<file path="config.mk">
export PLATFORM = sky130hd
export DESIGN_NAME = gain_fader_flat
export DESIGN_NICKNAME = d
export VERILOG_FILES = /design/src/rtl/gain_fader_if.sv /design/src/rtl/gain_fader.sv /design/src/flat_wrapper.sv
export SDC_FILE = /design/constraint.sdc
export NUM_CORES = 1
export LEC_CHECK = 0
export ABC_AREA = 1
export CAP_MARGIN = 20
export CORE_AREA = 3 3 151 227
export CTS_CLUSTER_SIZE = 8
export DETAILED_ROUTE_END_ITERATION = 8
export DIE_AREA = 0 0 154 230
export PLACE_DENSITY_LB_ADDON = 0.05
export SYNTH_ARGS = -nofsm -noshare
export SYNTH_HDL_FRONTEND = slang
export SYNTH_SLANG_ARGS = --single-unit
export TNS_END_PERCENT = 100
</file>
<file path="constraint.sdc">
create_clock -name clk_in -period 12.4 [get_ports clk_in]
set_clock_uncertainty 0.05 [all_clocks]
set_input_delay 1.86 -clock clk_in [delete_from_list [all_inputs] [get_ports clk_in]]
set_output_delay 1.86 -clock clk_in [all_outputs]
set_load 0.005 [all_outputs]
</file>
<file path="src/rtl/gain_fader_if.sv">
// Sample stream bundle between the echo stage, the fader and the mixer.
// master drives samples and gain requests; slave is the fader.
interface gain_fader_if #(
   parameter int WIDTH      = 16,
   parameter int GAIN_WIDTH = 8
);
   logic                         sample_valid_in;
   logic signed [WIDTH-1:0]      data_in;
   logic [GAIN_WIDTH-1:0]        gain_target_in;
   logic                         mute_in;
   logic signed [WIDTH-1:0]      data_out;
   logic                         sample_valid_out;
   logic [GAIN_WIDTH-1:0]        gain_current_out;
   logic                         ramping_out;
   logic                         clip_out;

   modport master (
      output sample_valid_in, data_in, gain_target_in, mute_in,
      input  data_out, sample_valid_out, gain_current_out,
      input  ramping_out, clip_out
   );

   modport slave (
      input  sample_valid_in, data_in, gain_target_in, mute_in,
      output data_out, sample_valid_out, gain_current_out,
      output ramping_out, clip_out
   );
endinterface

</file>
<file path="src/rtl/gain_fader.sv">
// Per-track output gain with click-free ramped gain changes.
// Two-stage multiply / shift / saturate datapath, gain slews per sample.
module gain_fader #(
   parameter int WIDTH      = 16,
   parameter int GAIN_WIDTH = 8,
   parameter int RAMP_STEP  = 1
) (
   input logic         clk_in,
   input logic         rst_in,
   gain_fader_if.slave bus
);
   localparam int P = WIDTH + GAIN_WIDTH + 1;
   localparam logic [GAIN_WIDTH:0] STEP = (GAIN_WIDTH+1)'(RAMP_STEP);

   typedef enum logic [1:0] {MUTED, STEADY, RAMP_UP, RAMP_DOWN} state_t;

   state_t                  state, state_nx;
   logic [GAIN_WIDTH-1:0]   gain, gain_nx, tgt;
   logic [GAIN_WIDTH:0]     diff;
   logic                    ramp_r;

   logic signed [P-1:0]     a_ext, g_ext, prod_c, prod_r, s;
   logic [P-WIDTH:0]        hi;
   logic                    ovf;
   logic signed [WIDTH-1:0] sat_val;
   logic                    v1, v2, clip_r;
   logic signed [WIDTH-1:0] data_r;

   // Slew gain toward the effective target; next state follows new gain
   always_comb begin
      tgt      = bus.mute_in ? '0 : bus.gain_target_in;
      gain_nx  = gain;
      state_nx = state;
      diff     = '0;
      if (bus.sample_valid_in) begin
         unique case (1'b1)
            (gain < tgt): begin
               diff    = {1'b0, tgt} - {1'b0, gain};
               gain_nx = (diff <= STEP) ? tgt
                       : gain + STEP[GAIN_WIDTH-1:0];
            end
            (gain > tgt): begin
               diff    = {1'b0, gain} - {1'b0, tgt};
               gain_nx = (diff <= STEP) ? tgt
                       : gain - STEP[GAIN_WIDTH-1:0];
            end
            default: gain_nx = tgt;
         endcase
         unique case (1'b1)
            (gain_nx == tgt): state_nx = (tgt == '0) ? MUTED : STEADY;
            (gain_nx < tgt):  state_nx = RAMP_UP;
            default:          state_nx = RAMP_DOWN;
         endcase
      end
   end

   // Gain, state and ramp flag registers
   always_ff @(posedge clk_in or posedge rst_in) begin
      if (rst_in) begin
         state  <= MUTED;
         gain   <= '0;
         ramp_r <= 1'b0;
      end else begin
         state  <= state_nx;
         gain   <= gain_nx;
         ramp_r <= (state_nx == RAMP_UP) || (state_nx == RAMP_DOWN);
      end
   end

   // Full-width product using the gain before this sample's step
   always_comb begin
      a_ext  = {{(GAIN_WIDTH+1){bus.data_in[WIDTH-1]}}, bus.data_in};
      g_ext  = {{(WIDTH+1){1'b0}}, gain};
      prod_c = a_ext * g_ext;
   end

   // Stage 1 register: product and valid
   always_ff @(posedge clk_in or posedge rst_in) begin
      if (rst_in) begin
         prod_r <= '0;
         v1     <= 1'b0;
      end else begin
         v1 <= bus.sample_valid_in;
         if (bus.sample_valid_in) prod_r <= prod_c;
      end
   end

   // Floor-scale by unity and detect out-of-range results
   always_comb begin
      s       = prod_r >>> (GAIN_WIDTH-1);
      hi      = s[P-1:WIDTH-1];
      ovf     = !((&hi) || !(|hi));
      sat_val = s[P-1] ? {1'b1, {(WIDTH-1){1'b0}}}
                       : {1'b0, {(WIDTH-1){1'b1}}};
   end

   // Stage 2 register: saturated sample, strobe and clip pulse
   always_ff @(posedge clk_in or posedge rst_in) begin
      if (rst_in) begin
         data_r <= '0;
         v2     <= 1'b0;
         clip_r <= 1'b0;
      end else begin
         v2     <= v1;
         clip_r <= v1 && ovf;
         if (v1) data_r <= ovf ? sat_val : s[WIDTH-1:0];
      end
   end

   assign bus.data_out         = data_r;
   assign bus.sample_valid_out = v2;
   assign bus.clip_out         = clip_r;
   assign bus.gain_current_out = gain;
   assign bus.ramping_out      = ramp_r;
endmodule

</file>
<file path="src/flat_wrapper.sv">
// flat-port wrapper written by rule: the top's interface ports become plain ports
module gain_fader_flat 
#(
   parameter int WIDTH      = 16,
   parameter int GAIN_WIDTH = 8,
   parameter int RAMP_STEP  = 1
)
  (clk_in, rst_in, bus_sample_valid_in, bus_data_in, bus_gain_target_in, bus_mute_in, bus_data_out, bus_sample_valid_out, bus_gain_current_out, bus_ramping_out, bus_clip_out);
  gain_fader_if #(.WIDTH(WIDTH), .GAIN_WIDTH(GAIN_WIDTH)) bus_i ();
  input logic clk_in;
  input logic rst_in;
  input wire logic [$bits(bus_i.sample_valid_in)-1:0] bus_sample_valid_in;
  input wire logic [$bits(bus_i.data_in)-1:0] bus_data_in;
  input wire logic [$bits(bus_i.gain_target_in)-1:0] bus_gain_target_in;
  input wire logic [$bits(bus_i.mute_in)-1:0] bus_mute_in;
  output wire logic [$bits(bus_i.data_out)-1:0] bus_data_out;
  output wire logic [$bits(bus_i.sample_valid_out)-1:0] bus_sample_valid_out;
  output wire logic [$bits(bus_i.gain_current_out)-1:0] bus_gain_current_out;
  output wire logic [$bits(bus_i.ramping_out)-1:0] bus_ramping_out;
  output wire logic [$bits(bus_i.clip_out)-1:0] bus_clip_out;
  assign bus_i.sample_valid_in = bus_sample_valid_in;
  assign bus_i.data_in = bus_data_in;
  assign bus_i.gain_target_in = bus_gain_target_in;
  assign bus_i.mute_in = bus_mute_in;
  assign bus_data_out = bus_i.data_out;
  assign bus_sample_valid_out = bus_i.sample_valid_out;
  assign bus_gain_current_out = bus_i.gain_current_out;
  assign bus_ramping_out = bus_i.ramping_out;
  assign bus_clip_out = bus_i.clip_out;
  gain_fader #(.WIDTH(WIDTH), .GAIN_WIDTH(GAIN_WIDTH), .RAMP_STEP(RAMP_STEP)) u_core (.clk_in(clk_in), .rst_in(rst_in), .bus(bus_i));
endmodule
</file>
### Word level (Yosys, flattened, before mapping)

Index checks and enable logic that the tools add are counted.
Widths: inputs -> output; s select.

| storage, ports and cells | value |
|---|---|
| register bits after elaboration | 55 |
| word-level logic and storage cells | 39 |
| input bits | 28 |

| cells by class | value |
|---|---|
| equal/unequal tests | 3 |
| mux-type cells | 10 |
| magnitude comparators | 5 |
| $mul | 1 |
| add/subtract/negate cells | 4 |
| reduce and logical (&&, ||, !) cells | 8 |

Operators with widths:

| cell | count |
|---|---|
| $mux 16 | 2 |
| $mux 8 | 4 |
| $mul 16x9->25 | 1 |
| $le 9x1->1 const B | 2 |
| $sub 8x8->9 | 2 |
| $lt 8x8->1 | 2 |
| $pmux 8 s2 | 1 |
| $add 8x1->8 const B | 1 |
| $eq 8x8->1 | 1 |
| $gt 8x8->1 | 1 |
| $logic_not 8->1 | 1 |
| $sub 8x1->8 const B | 1 |
| $eq 2x2->1 const B | 2 |
| $pmux 2 s2 | 1 |
| $reduce_and 3->1 | 1 |
| $reduce_or 3->1 | 1 |
| $logic_not 1->1 | 2 |
| $logic_or 1x1->1 | 2 |
| $mux 2 | 1 |
| $logic_and 1x1->1 | 1 |
| $mux 1 | 1 |

### Logic depth before layout (Yosys ltp)

Gate-level depths: netlist of the first run.

| logic depth | value |
|---|---|
| depth in word-level cells | 11 |
| depth in mapped cells | 26 |

### Worst setup path after synthesis of the first run

Ideal clock, no wire load.

| timing path | value |
|---|---|
| kind | input port to flip-flop |
| start point | input bus_data_in[15] |
| end point | register u_core.prod_r[24] |
| setup slack | 6.354 ns |
| arrival time | 5.863 ns |
| stages | 18 |
| path buffers | 1 |
| path through | clkbuf_1 nand2_1 inv_1 fa_1 fa_1 inv_1 fa_1 inv_1 fa_1 ha_1 nand2_1 nor3_1 inv_1 nor3_1 a21oi_1 and3_1 o21ai_0 o21ai_0 |

| on the way | value |
|---|---|
| cells in the longest elaborated chain, start to end | 1 |

Ends and longest elaborated chain:

| what | line | text |
|---|---|---|
| start: declaration | flat_wrapper.sv:13 | `input wire logic [$bits(bus_i.data_in)-1:0] bus_data_in;` |
| $mul 16x9->25 | gain_fader.sv:74 | `prod_c = a_ext * g_ext;` |
| end signal: assignment | gain_fader.sv:84 | `if (bus.sample_valid_in) prod_r <= prod_c;` |
| end: declaration | gain_fader.sv:22 | `logic signed [P-1:0] a_ext, g_ext, prod_c, prod_r, s;` |

Every way passes these cells.
A chain may end at the register's enable or synchronous reset.

### Final worst setup path of the first run

| timing path | value |
|---|---|
| start point | input bus_data_in[15] |
| end point | register u_core.prod_r[23] |

Same word-level chain as after synthesis.

==> results_dict.tcl, run 1 <==
set metrics [dict create \
    wire_per_inst_um 16.2 \
    synth.avg_cell_area_um2 7.19 \
    vias 6736 \
    final_cells 1570 \
    ys_types 46 \
    dr.first_iter.drc_count 193 \
    ys_ff_latch 47 \
    grt_usage_pct 14.7 \
    htreeDepth 2 \
    maxCapViolCount 0 \
    required_ps 12500 \
    setup_viol 0 \
    placedCellCount 1563 \
    grt_pass1_wl_um 41300 \
    hold_start "u_core.v1" \
    drt_pass1_iterations 4 \
    n_antenna_cell 0 \
    yosysWarnings 0 \
    route.detailed.drc 0 \
    numCtsBuffers 5 \
    status "complete, no violations" \
    cts_sinks 47 \
    ctsResizeCount 0 \
    synth_nets 1323 \
    post_cts_buffers 0 \
    fillers 3655 \
    rsz0062_at_grt "false" \
    routed_wl_um 25400 \
    die_w_um 154 \
    worstMarginPinSlew_ps 1000 \
    r2r-start "u_core.bus.gain_current_out[0]" \
    max_freq_ghz 0.152 \
    cts.path.max_buffers 2 \
    hold_violations 0 \
    die_height_um 230 \
    gp_congestion 0.801 \
    hold_end "u_core.bus.sample_valid_out" \
    insertion_delay_ps 280 \
    cts_hold_buf 0 \
    ys.flop_type "dfrtp_1" \
    layout_common_cells "294 x nand2_1, 279 x inv_1, 102 x fa_1" \
    core_region_area_mm2 0.0325 \
    final.period_utilization_pct 53.2 \
    dp_hpwl_um 20900 \
    rrSetupSlack_ps 7350 \
    reg2reg_to "u_core.prod_r[23]" \
    hp-class "register to register" \
    ant_nets 0 \
    grt_max_degree 48 \
    final-max-slew-violation-count 0 \
    cts-root-buf "clkbuf_16" \
    pin_count 55 \
    synthCells 1125 \
    dpl_cell_area_mm2 0.00904 \
    syn_to_final_growth_pct 13.5 \
    end_kind "register" \
    synth-seq-area-share_pct 14.5 \
    path_max_fanout 8 \
    timing.slew.headroom_pct 32.6 \
    nets 1354 \
    clkTransAtPathRegs_ps 60 \
    reg2reg_depth 19 \
    routed_via_density 4.29 \
    postLayoutCellArea_mm2 0.00919 \
    worstSetupStartpointType "primary input" \
    die_area_mm2 0.0354 \
    synth_top_area_share_pct 25.2 \
    crit_type "primary input to register" \
    grt_pass1_vias 7458 \
    synthArstFlopShare_pct 100 \
    layout_commonest_cell "nand2_1" \
    antenna_found_initial 0 \
    hold_depth 0 \
    arrival_ps 6690 \
    fin_tns_setup_ps 0 \
    fp-row-count 81 \
    gr-total-overflow 0 \
    start_util_pct 24.9 \
    portBuffers 54 \
    cts_tree "done" \
    netlist_area_mm2 0.00809 \
    drive_gt1_share_pct 4.16 \
    synth_area_leaders "fa_1 25%, dfrtp_1 15%, nand2_1 14%" \
    synth_edf_count 0 \
    yosys.area.top_type "fa_1" \
    min_period_ps 6590 \
]
-- per-layer routing --
metal / vias to the layer above / part of all wire (%) / global-route usage [%]
li1: 3417 / - / -
met1: 3249 / 40 / 16.5
met2: 58 / 58 / 30.5
met3: 12 / 0.98 / 0.659
met4: 0 / 0.99 / 2.02
met5: - / 0 / 0
-- synthesized netlist by cell type (all sizes together) (2+ instances only) --
library cell and n:
nor2 54, o21bai 3, dfrtp 47, a21boi 2
nor3 11, nand4 12, xnor2 11, o21ai 49
a21oi 33, nand3 57, ha 68, nor4 3
or2 3, xor2 18, clkbuf 30, nand3b 4
fa 102, nand2 306, inv 284, buf 10
a21o 4, a31oi 4, o211ai 3
-- kinds of logic after synthesis --
kind of cell,Yosys count,share of synthesized area (%)
simple gates,451,23.9
buf+inv,325,15.5
fa+ha+maj,170,35.7
compound gates,103,7.22
flops,47,14.5
xor+xnor,29,3.14
-- worst max-delay path by stage --
stage | startpoint | end | slack, ps | cells after the start
final | bus_data_in[15] | u_core.prod_r[23] | 5810 | 19
after global routing | bus_data_in[15] | u_core.prod_r[23] | 5360 | 19
after CTS | bus_data_in[15] | u_core.prod_r[23] | 5740 | 19
after detailed placement | bus_data_in[15] | u_core.prod_r[23] | 5440 | 19
after global placement | bus_data_in[15] | u_core.prod_r[23] | 5430 | 19
after floorplan | bus_data_in[15] | u_core.prod_r[24] | 6350 | 18
-- final cells by class --
type                    instances  area, um2  area share, %
repair buffers                 64        628           6.84
multi-input cells             753       5660           61.6
clock buffers                   6        129           1.40
inverters                     285       1070           11.7
well taps                     415        519           5.65
flip-flops and latches         47       1180           12.8
-- critical path: stages --
cell and delay, ps:
clkdlybuf4s50_1 640, nand2_1 160, inv_1 140, fa_1 580, fa_1 610, inv_1 110, fa_1 540, inv_1 50
fa_1 470, ha_1 370, nand2_1 140, nor3_1 150, inv_1 100, nor3_1 200, nand4_1 210, nand3_1 140
nand2_1 50, nand3_1 70, o21ai_0 80
-- flip-flops by register name, indices dropped and copies added, names as in the netlist --
register,count
u_core.bus.data_out,16
u_core.bus.clip_out,1
u_core.bus.gain_current_out,8
u_core.bus.ramping_out,1
u_core.v1,1
u_core.bus.sample_valid_out,1
u_core.state,1
u_core.prod_r,18
-- metrics by stage --
step                      util (%)  hold slack (ps)  worst slack (ps)
after floorplan                  -              325              6350
after global placement        27.8              347              5430
after detailed placement      27.8              349              5440
after CTS                     28.2              362              5740
after global routing          28.2              375              5360
final                         28.2              356              5810
Power of run 1 is left out: the tool's default activity adds up to more than one toggle a clock period on the data nets, which glitch-free logic cannot reach.
==> run 2, diff against run 1 <==
Clock period 12.4 ns to 6.1 ns, I/O delays scaled along.
==> run 2 against run 1 <==
Effect of this change: worst hold slack improved by 7.2 ps; flip-flop and latch count unchanged; design area increased by 0.75%; final cell count grew 0.64%; sequential share of layout area fell by 0.095 points; wire length increased by 0.82%; clock-buffer cell count grew 1; critical endpoint is now u_core.prod_r[22].
==> results_dict.tcl, run 2 (same netlist as run 1, synthesis figures left out) <==
set metrics [dict create \
    fp-row-count 81 \
    portBuffers 54 \
    die_height_um 230 \
    layout_common_cells "294 x nand2_1, 279 x inv_1, 102 x fa_1" \
    fin_tns_setup_ps 0 \
    die_w_um 154 \
    largest_register_ff_count 18 \
    grt_pass1_vias 7463 \
    crit_type "primary input to register" \
    drive_gt1_share_pct 4.89 \
    routed_wl_um 25600 \
    cts_tree "done" \
    arrival_ps 5670 \
    wire_per_inst_um 16.2 \
    pin_count 55 \
    final.period_utilization_pct 91.1 \
    regMostFlops "u_core.prod_r" \
    min_period_ps 5560 \
    nets 1362 \
    cts_sinks 47 \
    max_freq_ghz 0.180 \
    final-max-slew-violation-count 0 \
    hold_violations 0 \
    ctsResizeCount 0 \
    postLayoutCoreUtil_pct 28.4 \
    grt_max_degree 48 \
    insertion_delay_ps 280 \
    grt_usage_pct 14.8 \
    drt_pass1_iterations 4 \
    dr.first_iter.drc_count 193 \
    numCtsBuffers 5 \
    start_util_pct 24.9 \
    cts.path.max_buffers 2 \
    worstMarginPinSlew_ps 1020 \
    vias 6799 \
    htreeDepth 2 \
    path_max_fanout 8 \
    setup_viol 0 \
    gp_congestion 0.788 \
    maxCapViolCount 0 \
    status "complete, no violations" \
    cts-root-buf "clkbuf_16" \
    rsz0062_at_grt "false" \
    route.detailed.drc 0 \
    post_cts_buffers 0 \
    n_antenna_cell 0 \
    cts_hold_buf 0 \
    routed_via_density 4.30 \
    layout_commonest_cell "nand2_1" \
    grt_pass1_wl_um 41200 \
    ant_nets 0 \
    timing.slew.headroom_pct 32.2 \
    die_area_mm2 0.0354 \
    worstSetupStartpointType "primary input" \
    dp_hpwl_um 21700 \
    clkTransAtPathRegs_ps 60 \
    hp-class "register to register" \
    gr-total-overflow 0 \
    syn_to_final_growth_pct 14.4 \
    core_region_area_mm2 0.0325 \
    end_kind "register" \
    antenna_found_initial 0 \
    required_ps 6210 \
]
[run 2: cell types whose count changed in the layout (fill, tap and decap cells not counted), sizes merged]
cell    before  now
clkbuf       6    7
clkinv       1    2
buf         10   18
[run 2: area by class of cell]
cell class | count | area, um2
Fill cell | 3619 | 23300
Multi-Input combinational cell | 753 | 5660
Sequential cell | 47 | 1180
Inverter | 285 | 1070
Timing Repair Buffer | 72 | 688
Tap cell | 415 | 519
Clock buffer | 7 | 133
Clock inverter | 1 | 5.00
[run 2: per-layer routing]
layer	global-route usage, %	wire length, um	up-vias
met4	3.76	656	0
met3	0.998	513	29
met5	0	0	-
met1	16.4	9890	3253
met2	29.9	14600	82
li1	-	-	3435
[run 2: critical path: stages]
cell and delay, ps:
clkdlybuf4s50_1 600, nand2_1 140, inv_1 120, fa_1 580, fa_1 600, inv_1 110, fa_1 540, inv_1 50
fa_1 470, ha_1 350, nand2_1 140, nor4_1 490, nand3b_1 220, nand3_1 130, nand2_1 50, nand3_1 60
o21ai_0 80
[run 2: path summary, 6_finish.rpt]
kind / start / endpoint / slack, ps / depth (start not counted)
worst min register to register: u_core.v1 / u_core.bus.sample_valid_out / 360 / 0
min in group asynchronous: rst_in / u_core.bus.data_out[1] / 870 / 2
worst max-delay path: bus_data_in[15] / u_core.prod_r[22] / 540 / 17
worst max register to register: u_core.bus.gain_current_out[4] / u_core.prod_r[21] / 840 / 19
max in group asynchronous: rst_in / u_core.prod_r[7] / 4640 / 3
worst min-delay path: u_core.v1 / u_core.bus.sample_valid_out / 360 / 0
[run 2: through the flow]
step | hold slack [ps] | setup slack [ps] | cells | instance area, um2
finish | 363 | 541 | 1580 | 9260
global route | 382 | 98.0 | 1580 | 9260
CTS | 363 | 446 | 1579 | 9240
detailed placement | 349 | 160 | 1571 | 9100
global placement | 341 | 117 | 1571 | 9100
floorplan | 325 | 999 | 1125 | 8090
Power of run 2 is left out for the same reason.
